$ cat config.mk
export PLATFORM = sky130hd
export DESIGN_NAME = seq_mult_ctrl
export DESIGN_NICKNAME = d
export VERILOG_FILES = /design/src/rtl/seq_mult_ctrl_pkg.sv /design/src/rtl/yAdder32.sv /design/src/rtl/seq_mult_ctrl.sv
export SDC_FILE = /design/constraint.sdc
export NUM_CORES = 1
export LEC_CHECK = 0
export ABC_CLOCK_PERIOD_IN_PS = 18400
export CORE_ASPECT_RATIO = 1.75
export CORE_MARGIN = 5
export CORE_UTILIZATION = 30
export DETAILED_ROUTE_END_ITERATION = 6
export PLACE_DENSITY = 0.63
export SYNTH_ARGS = -nofsm -noshare
export SYNTH_HDL_FRONTEND = slang
export SYNTH_SLANG_ARGS = --single-unit
$ cat constraint.sdc
create_clock -name clk -period 18.4 [get_ports clk]
set_clock_uncertainty 0.05 [all_clocks]
set_input_delay 1.84 -clock clk [delete_from_list [all_inputs] [get_ports clk]]
set_output_delay 1.84 -clock clk [all_outputs]
set_load 0.02 [all_outputs]
$ cat src/rtl/seq_mult_ctrl_pkg.sv
`default_nettype none
// ============================================================================
// Module   : seq_mult_ctrl_pkg
// Purpose  : Shared constants and state encoding for the sequential multiplier.
// Revision : 1.0
// ============================================================================
package seq_mult_ctrl_pkg;

   localparam int MUL_ITER = 32;
   localparam int ADDER_W  = 32;

   typedef enum logic {
      ST_IDLE = 1'b0,
      ST_RUN  = 1'b1
   } mult_state_t;

endpackage : seq_mult_ctrl_pkg
`default_nettype wire

$ cat src/rtl/yAdder32.sv
`default_nettype none
// ============================================================================
// Module   : yAdder32
// Purpose  : 32-bit ripple-carry adder with carry-in and carry-out.
// Revision : 1.0
// ============================================================================
module yAdder32 (
   input  logic [31:0] a,
   input  logic [31:0] b,
   input  logic        cin,
   output logic [31:0] z,
   output logic        cout
);

   logic [32:0] w_carry;

   assign w_carry[0] = cin;

   for (genvar i = 0; i < 32; i++) begin : g_bit
      logic w_p;
      assign w_p            = a[i] ^ b[i];
      assign z[i]           = w_p ^ w_carry[i];
      assign w_carry[i + 1] = (a[i] & b[i]) | (w_p & w_carry[i]);
   end

   assign cout = w_carry[32];

endmodule : yAdder32
`default_nettype wire

$ cat src/rtl/seq_mult_ctrl.sv
`default_nettype none
// ============================================================================
// Module   : seq_mult_ctrl
// Purpose  : 32x32 unsigned shift-add multiplier sequencing one yAdder32.
// Revision : 1.0
// ============================================================================
module seq_mult_ctrl
   import seq_mult_ctrl_pkg::*;
#(
   parameter int WIDTH = 32,
   parameter int CNT_W = 6
) (
   input  logic             clk,
   input  logic             rst,
   input  logic             start,
   input  logic [WIDTH-1:0] a,
   input  logic [WIDTH-1:0] b,
   output logic             busy,
   output logic             done,
   output logic [WIDTH-1:0] prod_hi,
   output logic [WIDTH-1:0] prod_lo
);

   localparam logic [CNT_W-1:0] c_last = CNT_W'(MUL_ITER - 1);

   if (WIDTH != ADDER_W) begin : g_bad_width
      $error("seq_mult_ctrl: WIDTH must equal the adder width");
   end
   if ((2 ** CNT_W) <= WIDTH) begin : g_bad_cnt
      $error("seq_mult_ctrl: CNT_W too narrow for WIDTH iterations");
   end

   mult_state_t      r_state, w_state_nxt;
   logic [WIDTH-1:0] r_m,  w_m_nxt;
   logic [WIDTH-1:0] r_hi, w_hi_nxt;
   logic [WIDTH-1:0] r_lo, w_lo_nxt;
   logic [CNT_W-1:0] r_cnt, w_cnt_nxt;
   logic             r_done, w_done_nxt;

   logic [WIDTH-1:0] w_sum;
   logic             w_cout;

   yAdder32 u_adder (
      .a    (r_hi),
      .b    (r_m),
      .cin  (1'b0),
      .z    (w_sum),
      .cout (w_cout)
   );

   always_ff @(posedge clk) begin
      if (rst) begin
         r_state <= ST_IDLE;
         r_m     <= '0;
         r_hi    <= '0;
         r_lo    <= '0;
         r_cnt   <= '0;
         r_done  <= 1'b0;
      end else begin
         r_state <= w_state_nxt;
         r_m     <= w_m_nxt;
         r_hi    <= w_hi_nxt;
         r_lo    <= w_lo_nxt;
         r_cnt   <= w_cnt_nxt;
         r_done  <= w_done_nxt;
      end
   end

   always_comb begin
      w_state_nxt = r_state;
      w_m_nxt     = r_m;
      w_hi_nxt    = r_hi;
      w_lo_nxt    = r_lo;
      w_cnt_nxt   = r_cnt;
      w_done_nxt  = 1'b0;

      case (r_state)
         ST_IDLE: begin
            if (start) begin
               w_m_nxt     = a;
               w_hi_nxt    = '0;
               w_lo_nxt    = b;
               w_cnt_nxt   = '0;
               w_state_nxt = ST_RUN;
            end
         end
         ST_RUN: begin
            // The 33-bit partial sum shifts right so the carry lands in HI's MSB.
            if (r_lo[0]) begin
               {w_hi_nxt, w_lo_nxt} = {w_cout, w_sum, r_lo[WIDTH-1:1]};
            end else begin
               {w_hi_nxt, w_lo_nxt} = {1'b0, r_hi, r_lo[WIDTH-1:1]};
            end
            w_cnt_nxt = r_cnt + CNT_W'(1);
            if (r_cnt == c_last) begin
               w_state_nxt = ST_IDLE;
               w_done_nxt  = 1'b1;
            end
         end
         default: begin
            w_state_nxt = ST_IDLE;
         end
      endcase
   end

   assign busy    = (r_state == ST_RUN);
   assign done    = r_done;
   assign prod_hi = r_hi;
   assign prod_lo = r_lo;

endmodule : seq_mult_ctrl
`default_nettype wire

# Word-level counts from Yosys, hierarchy flattened
# Index checks and enable logic that the tools add are counted.
totals:
  ff_bits: 104
  elab_cells: 181
  output_inout_bits: 66
  input_bits: 67
classes:
  mux: 12
  n_bitwise: 158
  n_eq_ne: 2
  add_sub_neg: 1
  n_reduce_logical: 2
ops:
  columns: ["operator", "n"]
  rows:
  - ["2-to-1 mux 32 bit", 4]
  - ["case mux 32 bit (2 select lines)", 2]
  - ["bitwise AND 1 bit", 63]
  - ["bitwise XOR 1 bit", 63]
  - ["OR 1 bit", 31]
  - ["case mux 6 bit (2 select lines)", 1]
  - ["adder 6 x 1 -> 6 bit (second input constant)", 1]
  - ["equality test 6 x 5 -> 1 bit (second input constant)", 1]
  - ["2-to-1 mux 6 bit", 1]
  - ["2-to-1 mux 1 bit", 3]
  - ["!= test 2 bit (second input constant)", 1]
  - ["case mux 1 bit (2 select lines)", 1]
  - ["AND reduction 2 bit", 1]
  - ["OR reduction 2 bit", 1]
  - ["NOT 1 bit", 1]

# Logic depth before layout (Yosys ltp)
# Gate-level depths: netlist of the first run.
depth:
  ltp_word: 65
  mapped_depth: 35
  ltp_nobuf: 35

# Hierarchy
# Synthesis of the first run repeated with hierarchy kept, for this count alone.
hier_totals:
  hier_cells: 538
  area_unflattened_um2: 5396.4
modules_own_cells:
  columns: ["module", "n_inst", "seq_area_each_um2", "cells_each", "area_per_inst_um2"]
  rows:
  - ["seq_mult_ctrl", 1, 2082.0, 496, 4718.3]
  - ["yAdder32", 1, 0.0, 42, 678.2]

# Worst setup path before layout of the first run
# Ideal clock, no wire load.
synth_timing:
  path_type: "reg2reg"
  from: "register r_hi[0], in the netlist prod_hi[0]"
  to: "register r_hi[30], in the netlist prod_hi[30]"
  path_buffers: 0
  required_time_ns: 18.222
  period_less_slack_ns: 13.042
  path_slack_ns: 5.358
  path_stages_with_launch: 36
  arrival_time_ns: 12.864
  setup_ns: 0.128
  cell_sequence: "dfxtp_1 ha_1 fa_1 fa_1 fa_1 fa_1 fa_1 fa_1 fa_1 fa_1 fa_1 fa_1 fa_1 fa_1 fa_1 fa_1 fa_1 fa_1 fa_1 fa_1 fa_1 fa_1 fa_1 fa_1 fa_1 fa_1 fa_1 fa_1 fa_1 fa_1 fa_1 fa_1 fa_1 mux2_1 a21oi_1 nor2_1"
synth_via:
  elab_chain_len: 64
synth_lines:
  columns: ["item", "line", "source"]
  rows:
  - ["start, declared", "seq_mult_ctrl.sv:35", "logic [WIDTH-1:0] r_hi, w_hi_nxt;"]
  - ["start signal, assigned", "seq_mult_ctrl.sv:62", "r_hi <= w_hi_nxt;"]
  - ["bitwise AND 1 bit (2 in series)", "yAdder32.sv:23", "assign w_carry[i + 1] = (a[i] & b[i]) | (w_p & w_carry[i]);"]
  - ["OR 1 bit", "yAdder32.sv:23", null]
  - ["bitwise AND 1 bit", "yAdder32.sv:23", null]
  - ["OR 1 bit", "yAdder32.sv:23", null]
  - ["bitwise AND 1 bit", "yAdder32.sv:23", null]
  - ["OR 1 bit", "yAdder32.sv:23", null]
  - ["bitwise AND 1 bit", "yAdder32.sv:23", null]
  - ["OR 1 bit", "yAdder32.sv:23", null]
  - ["[... 47 more ...]", null, null]
  - ["OR 1 bit", "yAdder32.sv:23", null]
  - ["bitwise AND 1 bit", "yAdder32.sv:23", null]
  - ["OR 1 bit", "yAdder32.sv:23", null]
  - ["bitwise AND 1 bit", "yAdder32.sv:23", null]
  - ["OR 1 bit", "yAdder32.sv:23", null]
  - ["bitwise XOR 1 bit", "yAdder32.sv:22", "assign z[i] = w_p ^ w_carry[i];"]
  - ["2-to-1 mux 32 bit", "seq_mult_ctrl.sv:89", "if (r_lo[0]) begin"]
  - ["case mux 32 bit (2 select lines)", "seq_mult_ctrl.sv:77", "case (r_state)"]
# Every way passes these cells.
# A chain may end at the register's enable or synchronous reset.

# Worst setup path in the final report of the first run
# Ends and elaborated chain as after synthesis.

==> results of run 1 <==
## flip-flops by register name (all words and copies together) (netlist names)
signal   cells
done         1
r_m         32
busy         1
prod_hi     32
prod_lo     32
r_cnt        6
## cells in the mapped netlist
cell type  number
xor2_1          1
or2_2           1
nand3_1         1
dfxtp_1       104
o211ai_1        1
or3_1           1
fa_1           31
nor3b_1        34
clkbuf_1       16
nor3_1          2
ha_1            2
inv_1           1
buf_1           1
a31oi_1         1
nor2_1         66
mux2_1         14
nor2b_1         3
buf_2           6
buf_6          10
buf_4          11
nand4_4         1
nand2b_1        1
mux2i_1        33
a211oi_1        3
nand4_1         1
a21oi_1        68
nand2_1        65
mux2_2         48
## worst min-delay path by stage
stage / end / cells after the start
finish: r_m[8]$_SDFFE_PP0P_ / 2
global placement: r_m[0]$_SDFFE_PP0P_ / 2
floorplan: r_m[0]$_SDFFE_PP0P_ / 2
detailed placement: r_m[8]$_SDFFE_PP0P_ / 2
global route: r_m[14]$_SDFFE_PP0P_ / 2
CTS: r_m[8]$_SDFFE_PP0P_ / 2
## metrics by stage
step	hold slack, ns	cell area, µm²
after floorplan	0.3900	5261
after global placement	0.4017	6613
after detailed placement	0.4221	6613
after CTS	0.4322	6898
after global routing	0.4603	6898
final	0.4281	6898
## worst register-to-register path, delay by kind of cell (launching register included)
| kind | cells | cell delay [ns] |
|---|---|---|
| multiplexers | 1 | 0.30 |
| flip-flops | 1 | 0.33 |
| AND/OR/NAND/NOR | 1 | 0.05 |
| adder cells (fa/ha/maj) | 32 | 12.76 |
| AO/OA/AOI/OAI | 1 | 0.14 |
## cell families (layout without fill, tap and decap cells)
kind of cell / count (synthesis) / count (layout)
AND/OR/NAND/NOR: 176 / 176
flip-flops: 104 / 104
multiplexers: 95 / 95
AO/OA/AOI/OAI: 73 / 73
buffers and inverters: 45 / 153
adder cells (fa/ha/maj): 33 / 33
XOR/XNOR: 1 / 1
## power by group through the flow
stage | clock (W) | combinational (W) | sequential [W]
4_1_cts | 0.000192 | 0.0000720 | 0.000246
3_5_place_dp | 0 | 0.0000716 | 0.000251
5_1_grt | 0.000201 | 0.0000772 | 0.000248
6_report | 0.000184 | 0.0000709 | 0.000246
3_3_place_gp | 0 | 0.0000699 | 0.000251
2_1_floorplan | 0 | 0.0000406 | 0.000252
## area by class of cell
| class | instances | share of cell area (%) |
|---|---|---|
| tap | 231 | 4.190 |
| clock buffer | 12 | 3.718 |
| inverter | 1 | 0.05442 |
| timing repair buffer | 136 | 19.48 |
| multi-input combinational | 378 | 41.88 |
| clock inverter | 4 | 0.4172 |
| sequential | 104 | 30.26 |
## routing by layer
layer | global-route usage, % | part of all wire [%]
met2 | 25.17 | 56
met4 | 5.671 | 2.9
met3 | 2.581 | 4.1
met5 | 0 | 0
met1 | 14.11 | 37
==> results.yml, run 1 <==
place:
  place_hpwl_um: 9387
  io_buffers: 132
  gp_congestion: 0.7388
  dpl.cell_count: 850
  post-place-ws_ns: 4.662
detailed_routing:
  post-route-drc-count: 0
  wl_um: 13250
  antenna_left: 0
  wl_per_cell_um: 15.30
  dr.first_iter.drc_count: 154
  drt_pass1_iterations: 4
  vias: 4052
  vias_per_cell: 4.679
timing:
  period_needed_ns: 13.79
  rsz0062_at_grt: "false"
  timing.final.setup_violations: 0
  tns_ns: 0
  tightest_slew_ns: 1.108
  finalWorstSetupSlack_ns: 4.614
  slew_violations: 0
  finalCritPeriodShare_pct: 74.92
  relSlewSlack_pct: 26.12
  hold_viol: 0
  fmax_ghz: 0.07254
die:
  die_width_um: 110.1
  ios: 133
  die_area_mm2: 0.02039
  die_h_um: 185.2
  row_count: 64
  start_util_pct: 30.28
  core_mm2: 0.01738
pwr:
  swShare_pct: 25.80
  p_comb_share_pct: 14.1
  cellPowerDensity_mw_per_mm2: 72.63
  p_switching_w: 0.0001293
  internal-power_w: 0.0003717
  pwr-share-seq_pct: 49.1
  irDropWorstVdd_mv: 0.04183
  total_leakage_power_nw: 2.682
  p_clk_share_pct: 36.8
  totalPowerFinal_w: 0.0005010
status:
  status: "finished clean"
worst_setup_path:
  critical_path.startpoint_type: "register"
  worstReg2RegStart: "prod_hi[0]$_SDFFE_PP0P_"
  setup.worst_path.start: "prod_hi[0]$_SDFFE_PP0P_"
  endpoint: "prod_hi[30]$_SDFFE_PP0P_"
  crit_type: "register to register"
  cp_data_arrival_time_ns: 13.93
  cp-end-kind: "register"
  r2r_slack_ns: 4.61
  cp.depth: 35
  r2r_cells: 35
  path_buf_inv: 0
  path_max_fanout: 4
  max_stage_delay_ns: 0.44
  r2r_end: "prod_hi[30]$_SDFFE_PP0P_"
  required_ns: 18.54
  cp_top_family: "adder cells"
  crit_path_frequent_cell: "fa_1"
  crit_slowest_cell: "fa_1"
finish:
  area_delta_synth_final_pct: 31.11
  fin_util_pct: 39.70
  fin_nets: 730
  drive_gt1_share_pct: 11.65
  multi_input_area_mm2: 0.002889
  nFillCells: 1714
  n_antenna_cell: 0
  seq_area_mm2: 0.002087
  final_cells: 866
  layout_common_cells: "130 x clkdlybuf4s50_1, 102 x dfxtp_1, 68 x a21oi_1"
  layout_commonest_cell: "clkdlybuf4s50_1"
logic_synthesis:
  synth_fa_ha_area_share_pct: 12.27
  synth_compound_area_share_pct: 7.158
  syn_avg_cell_area_um2: 9.983
  synthCells: 527
  synth_area_leaders: "dfxtp_1 40%, fa_1 12%, mux2_2 10%, a21oi_1 6.5%, mux2i_1 6.3%"
  syn_nets: 627
  synth_xor_area_share_pct: 0.1665
  yosysTopAreaCell: "dfxtp_1"
  synth_cell_types: 28
  netlist.area_leader.share_pct: 39.57
  yosys.area_share.simple_pct: 15.72
  yosysWarnings: 0
  synth-seq-cells: 104
  ys_seq_area_share_pct: 39.57
  synth_mux_area_share_pct: 19.55
  synth_top_family_by_area: "multiplexers"
  syn_area_mm2: 0.005261
clocking:
  cts_made_buffers: 9
  ctsHoldBuffers: 0
  cts_setup_buffers: 0
  clock_sinks: 104
  ctsResizeCount: 0
  root_buffer: "clkbuf_16"
  cts_tree: "done"
  htree_levels: 3
  clk_pin_slew_worst_paths_ns: 0.07
  worstSkewPairLatency_ns: 0.34
  clock_path_buffers: 2
min_path:
  hold_path.class: "register to register"
  min_from: "r_m[8]$_SDFFE_PP0P_"
grt:
  grt_overflow_total: 0
  first_global_vias: 4262
  grt_pass1_wl_um: 21420
  gr-usage-all-layers_pct: 13.38
  grt_max_degree: 105
  antenna_found_initial: 0
job:
  maxCapViolCount: 0
(Power assumes the default switching activity.)
==> run 2: changes to the inputs <==
--- a/config.mk
+++ b/config.mk
@@ -5,7 +5,7 @@
 export SDC_FILE = /design/constraint.sdc
 export NUM_CORES = 1
 export LEC_CHECK = 0
-export ABC_CLOCK_PERIOD_IN_PS = 18400
+export ABC_CLOCK_PERIOD_IN_PS = 14200
 export CORE_ASPECT_RATIO = 1.75
 export CORE_MARGIN = 5
 export CORE_UTILIZATION = 30
==> constraint.sdc (replaced) <==
create_clock -name clk -period 14.2 [get_ports clk]
set_clock_uncertainty 0.05 [all_clocks]
set_input_delay 1.42 -clock clk [delete_from_list [all_inputs] [get_ports clk]]
set_output_delay 1.42 -clock clk [all_outputs]
set_load 0.02 [all_outputs]
==> run 2 against run 1 <==
Die area is the same. Sequential share of layout area fell by 0.22 points. Cell count decreased by 0.12%. First-iteration DRC count decreased by 14%. Critical path type unchanged. Total power increased by 38%. Highest routed layer unchanged. Sequential cell count stayed put. Utilization rose by 0.30 points. Critical path depth unchanged. Design area rose by 0.74%. Clock-buffer cell count unchanged. Non-clock buffer count unchanged.
==> results.yml, run 2 (same netlist as run 1, synthesis figures left out) <==
min_path:
  min_from: "r_m[8]$_SDFFE_PP0P_"
  hold_path.class: "register to register"
  hold_depth: 2
  min_to: "r_m[8]$_SDFFE_PP0P_"
status:
  status: "finished clean"
timing:
  tns_ns: 0
  tightest_slew_ns: 1.103
  rsz0062_at_grt: "false"
  timing.final.setup_violations: 0
  period_needed_ns: 13.77
  fmax_ghz: 0.07260
  slew_violations: 0
  hold_viol: 0
  finalCritPeriodShare_pct: 97.00
  relSlewSlack_pct: 26.46
clocking:
  cts_tree: "done"
  cts_made_buffers: 9
  htree_levels: 3
  ctsResizeCount: 0
  root_buffer: "clkbuf_16"
  cts_setup_buffers: 0
  worstSkewPairLatency_ns: 0.33
  clk_pin_slew_worst_paths_ns: 0.07
  clock_path_buffers: 2
  clock_sinks: 104
  ctsHoldBuffers: 0
finish:
  drive_gt1_share_pct: 11.36
  multi_input_area_mm2: 0.002889
  final_cells: 865
  area_delta_synth_final_pct: 32.08
  nFillCells: 1714
  fin_nets: 730
  n_antenna_cell: 0
  fin_area_mm2: 0.006949
  fin_util_pct: 39.99
  layout_commonest_cell: "clkdlybuf4s50_1"
  seq_area_mm2: 0.002087
  layout_common_cells: "130 x clkdlybuf4s50_1, 102 x dfxtp_1, 68 x a21oi_1"
worst_setup_path:
  r2r_end: "prod_hi[30]$_SDFFE_PP0P_"
  r2r_cells: 35
  crit_path_frequent_cell: "fa_1"
  critical_path.startpoint_type: "register"
  cp_data_arrival_time_ns: 13.91
  path_max_fanout: 4
  crit_slowest_cell: "fa_1"
  cp_top_family: "adder cells"
  cp-end-kind: "register"
  max_stage_delay_ns: 0.44
  worstReg2RegStart: "prod_hi[0]$_SDFFE_PP0P_"
  path_buf_inv: 0
  required_ns: 14.33
  r2r_slack_ns: 0.43
  crit_type: "register to register"
die:
  die_area_mm2: 0.02039
  die_h_um: 185.2
  die_width_um: 110.1
  core_mm2: 0.01738
  ios: 133
  start_util_pct: 30.28
  row_count: 64
grt:
  grt_max_degree: 105
  grt_overflow_total: 0
  first_global_vias: 4233
  gr-usage-all-layers_pct: 13.29
  grt_pass1_wl_um: 21310
  antenna_found_initial: 0
detailed_routing:
  highest_layer: "met4"
  wl_met1_um: 4873
  vias: 3997
  antenna_left: 0
  wl_met3_um: 552
  dr.first_iter.drc_count: 133
  drt_pass1_iterations: 4
  wl_per_cell_um: 15.20
  post-route-drc-count: 0
  wl_met2_um: 7309
  vias_per_cell: 4.621
  wl_um: 13140
place:
  io_buffers: 132
  placed_area_mm2: 0.006613
  dpl.cell_count: 850
  gp_congestion: 0.7389
  place_hpwl_um: 9363
pwr:
  total_leakage_power_nw: 2.710
  irDropWorstVdd_mv: 0.06280
  cellPowerDensity_mw_per_mm2: 99.55
job:
  maxCapViolCount: 0
[run 2: cell types whose count changed in the layout (fill, tap and decap cells not counted)]
| cell | before | now |
|---|---|---|
| clkinv_2 | 1 | 0 |
| clkinv_4 | 1 | 0 |
| clkbuf_1 | 1 | 2 |
| clkbuf_8 | 2 | 1 |
| clkinvlp_4 | 2 | 0 |
| bufinv_16 | 0 | 3 |
[run 2: area by class of cell]
cell class,instances,area share (%)
clock buffer,12,3.547
inverter,1,0.05402
sequential,104,30.03
clock inverter,3,1.296
tap,231,4.159
multi-input combinational,378,41.57
timing repair buffer,136,19.34
[run 2: worst register-to-register path: cells and delay by family (launching register included)]
family	cells	cell delay, ns
adder cells (fa/ha/maj)	32	12.77
multiplexers	1	0.29
AND/OR/NAND/NOR	1	0.05
AO/OA/AOI/OAI	1	0.15
flip-flops	1	0.34
[run 2: through the flow]
step	total power (W)	worst slack, ns	hold slack (ns)
floorplan	0.0003792	1.158	0.3900
global placement	0.0004156	0.7235	0.4017
detailed placement	0.0004185	0.4691	0.4221
CTS	0.0007031	0.4091	0.4320
global route	0.0007252	0.05351	0.4554
finish	0.0006918	0.4256	0.4264
[run 2: worst max path at each step]
stage,startpoint,to,slack (ns),depth (start not counted)
floorplan,prod_hi[0]$_SDFFE_PP0P_,prod_hi[30]$_SDFFE_PP0P_,1.16,35
global placement,prod_hi[0]$_SDFFE_PP0P_,prod_hi[30]$_SDFFE_PP0P_,0.72,35
detailed placement,prod_hi[0]$_SDFFE_PP0P_,prod_hi[30]$_SDFFE_PP0P_,0.47,35
CTS,prod_hi[0]$_SDFFE_PP0P_,prod_hi[30]$_SDFFE_PP0P_,0.41,35
global route,prod_hi[0]$_SDFFE_PP0P_,prod_hi[30]$_SDFFE_PP0P_,0.05,35
finish,prod_hi[0]$_SDFFE_PP0P_,prod_hi[30]$_SDFFE_PP0P_,0.43,35
[run 2: report_power, final]
part | internal [W] | switching, W
combinational | 0.0000491 | 0.0000426
sequential | 0.000304 | 0.0000146
clock | 0.000176 | 0.000105
total | 0.000529 | 0.000162
[run 2: per-layer routing]
layer	global-route usage, %	vias up
li1	-	1986
met1	14.09	1910
met2	24.73	81
met3	2.965	20
met4	5.473	0
met5	0	-
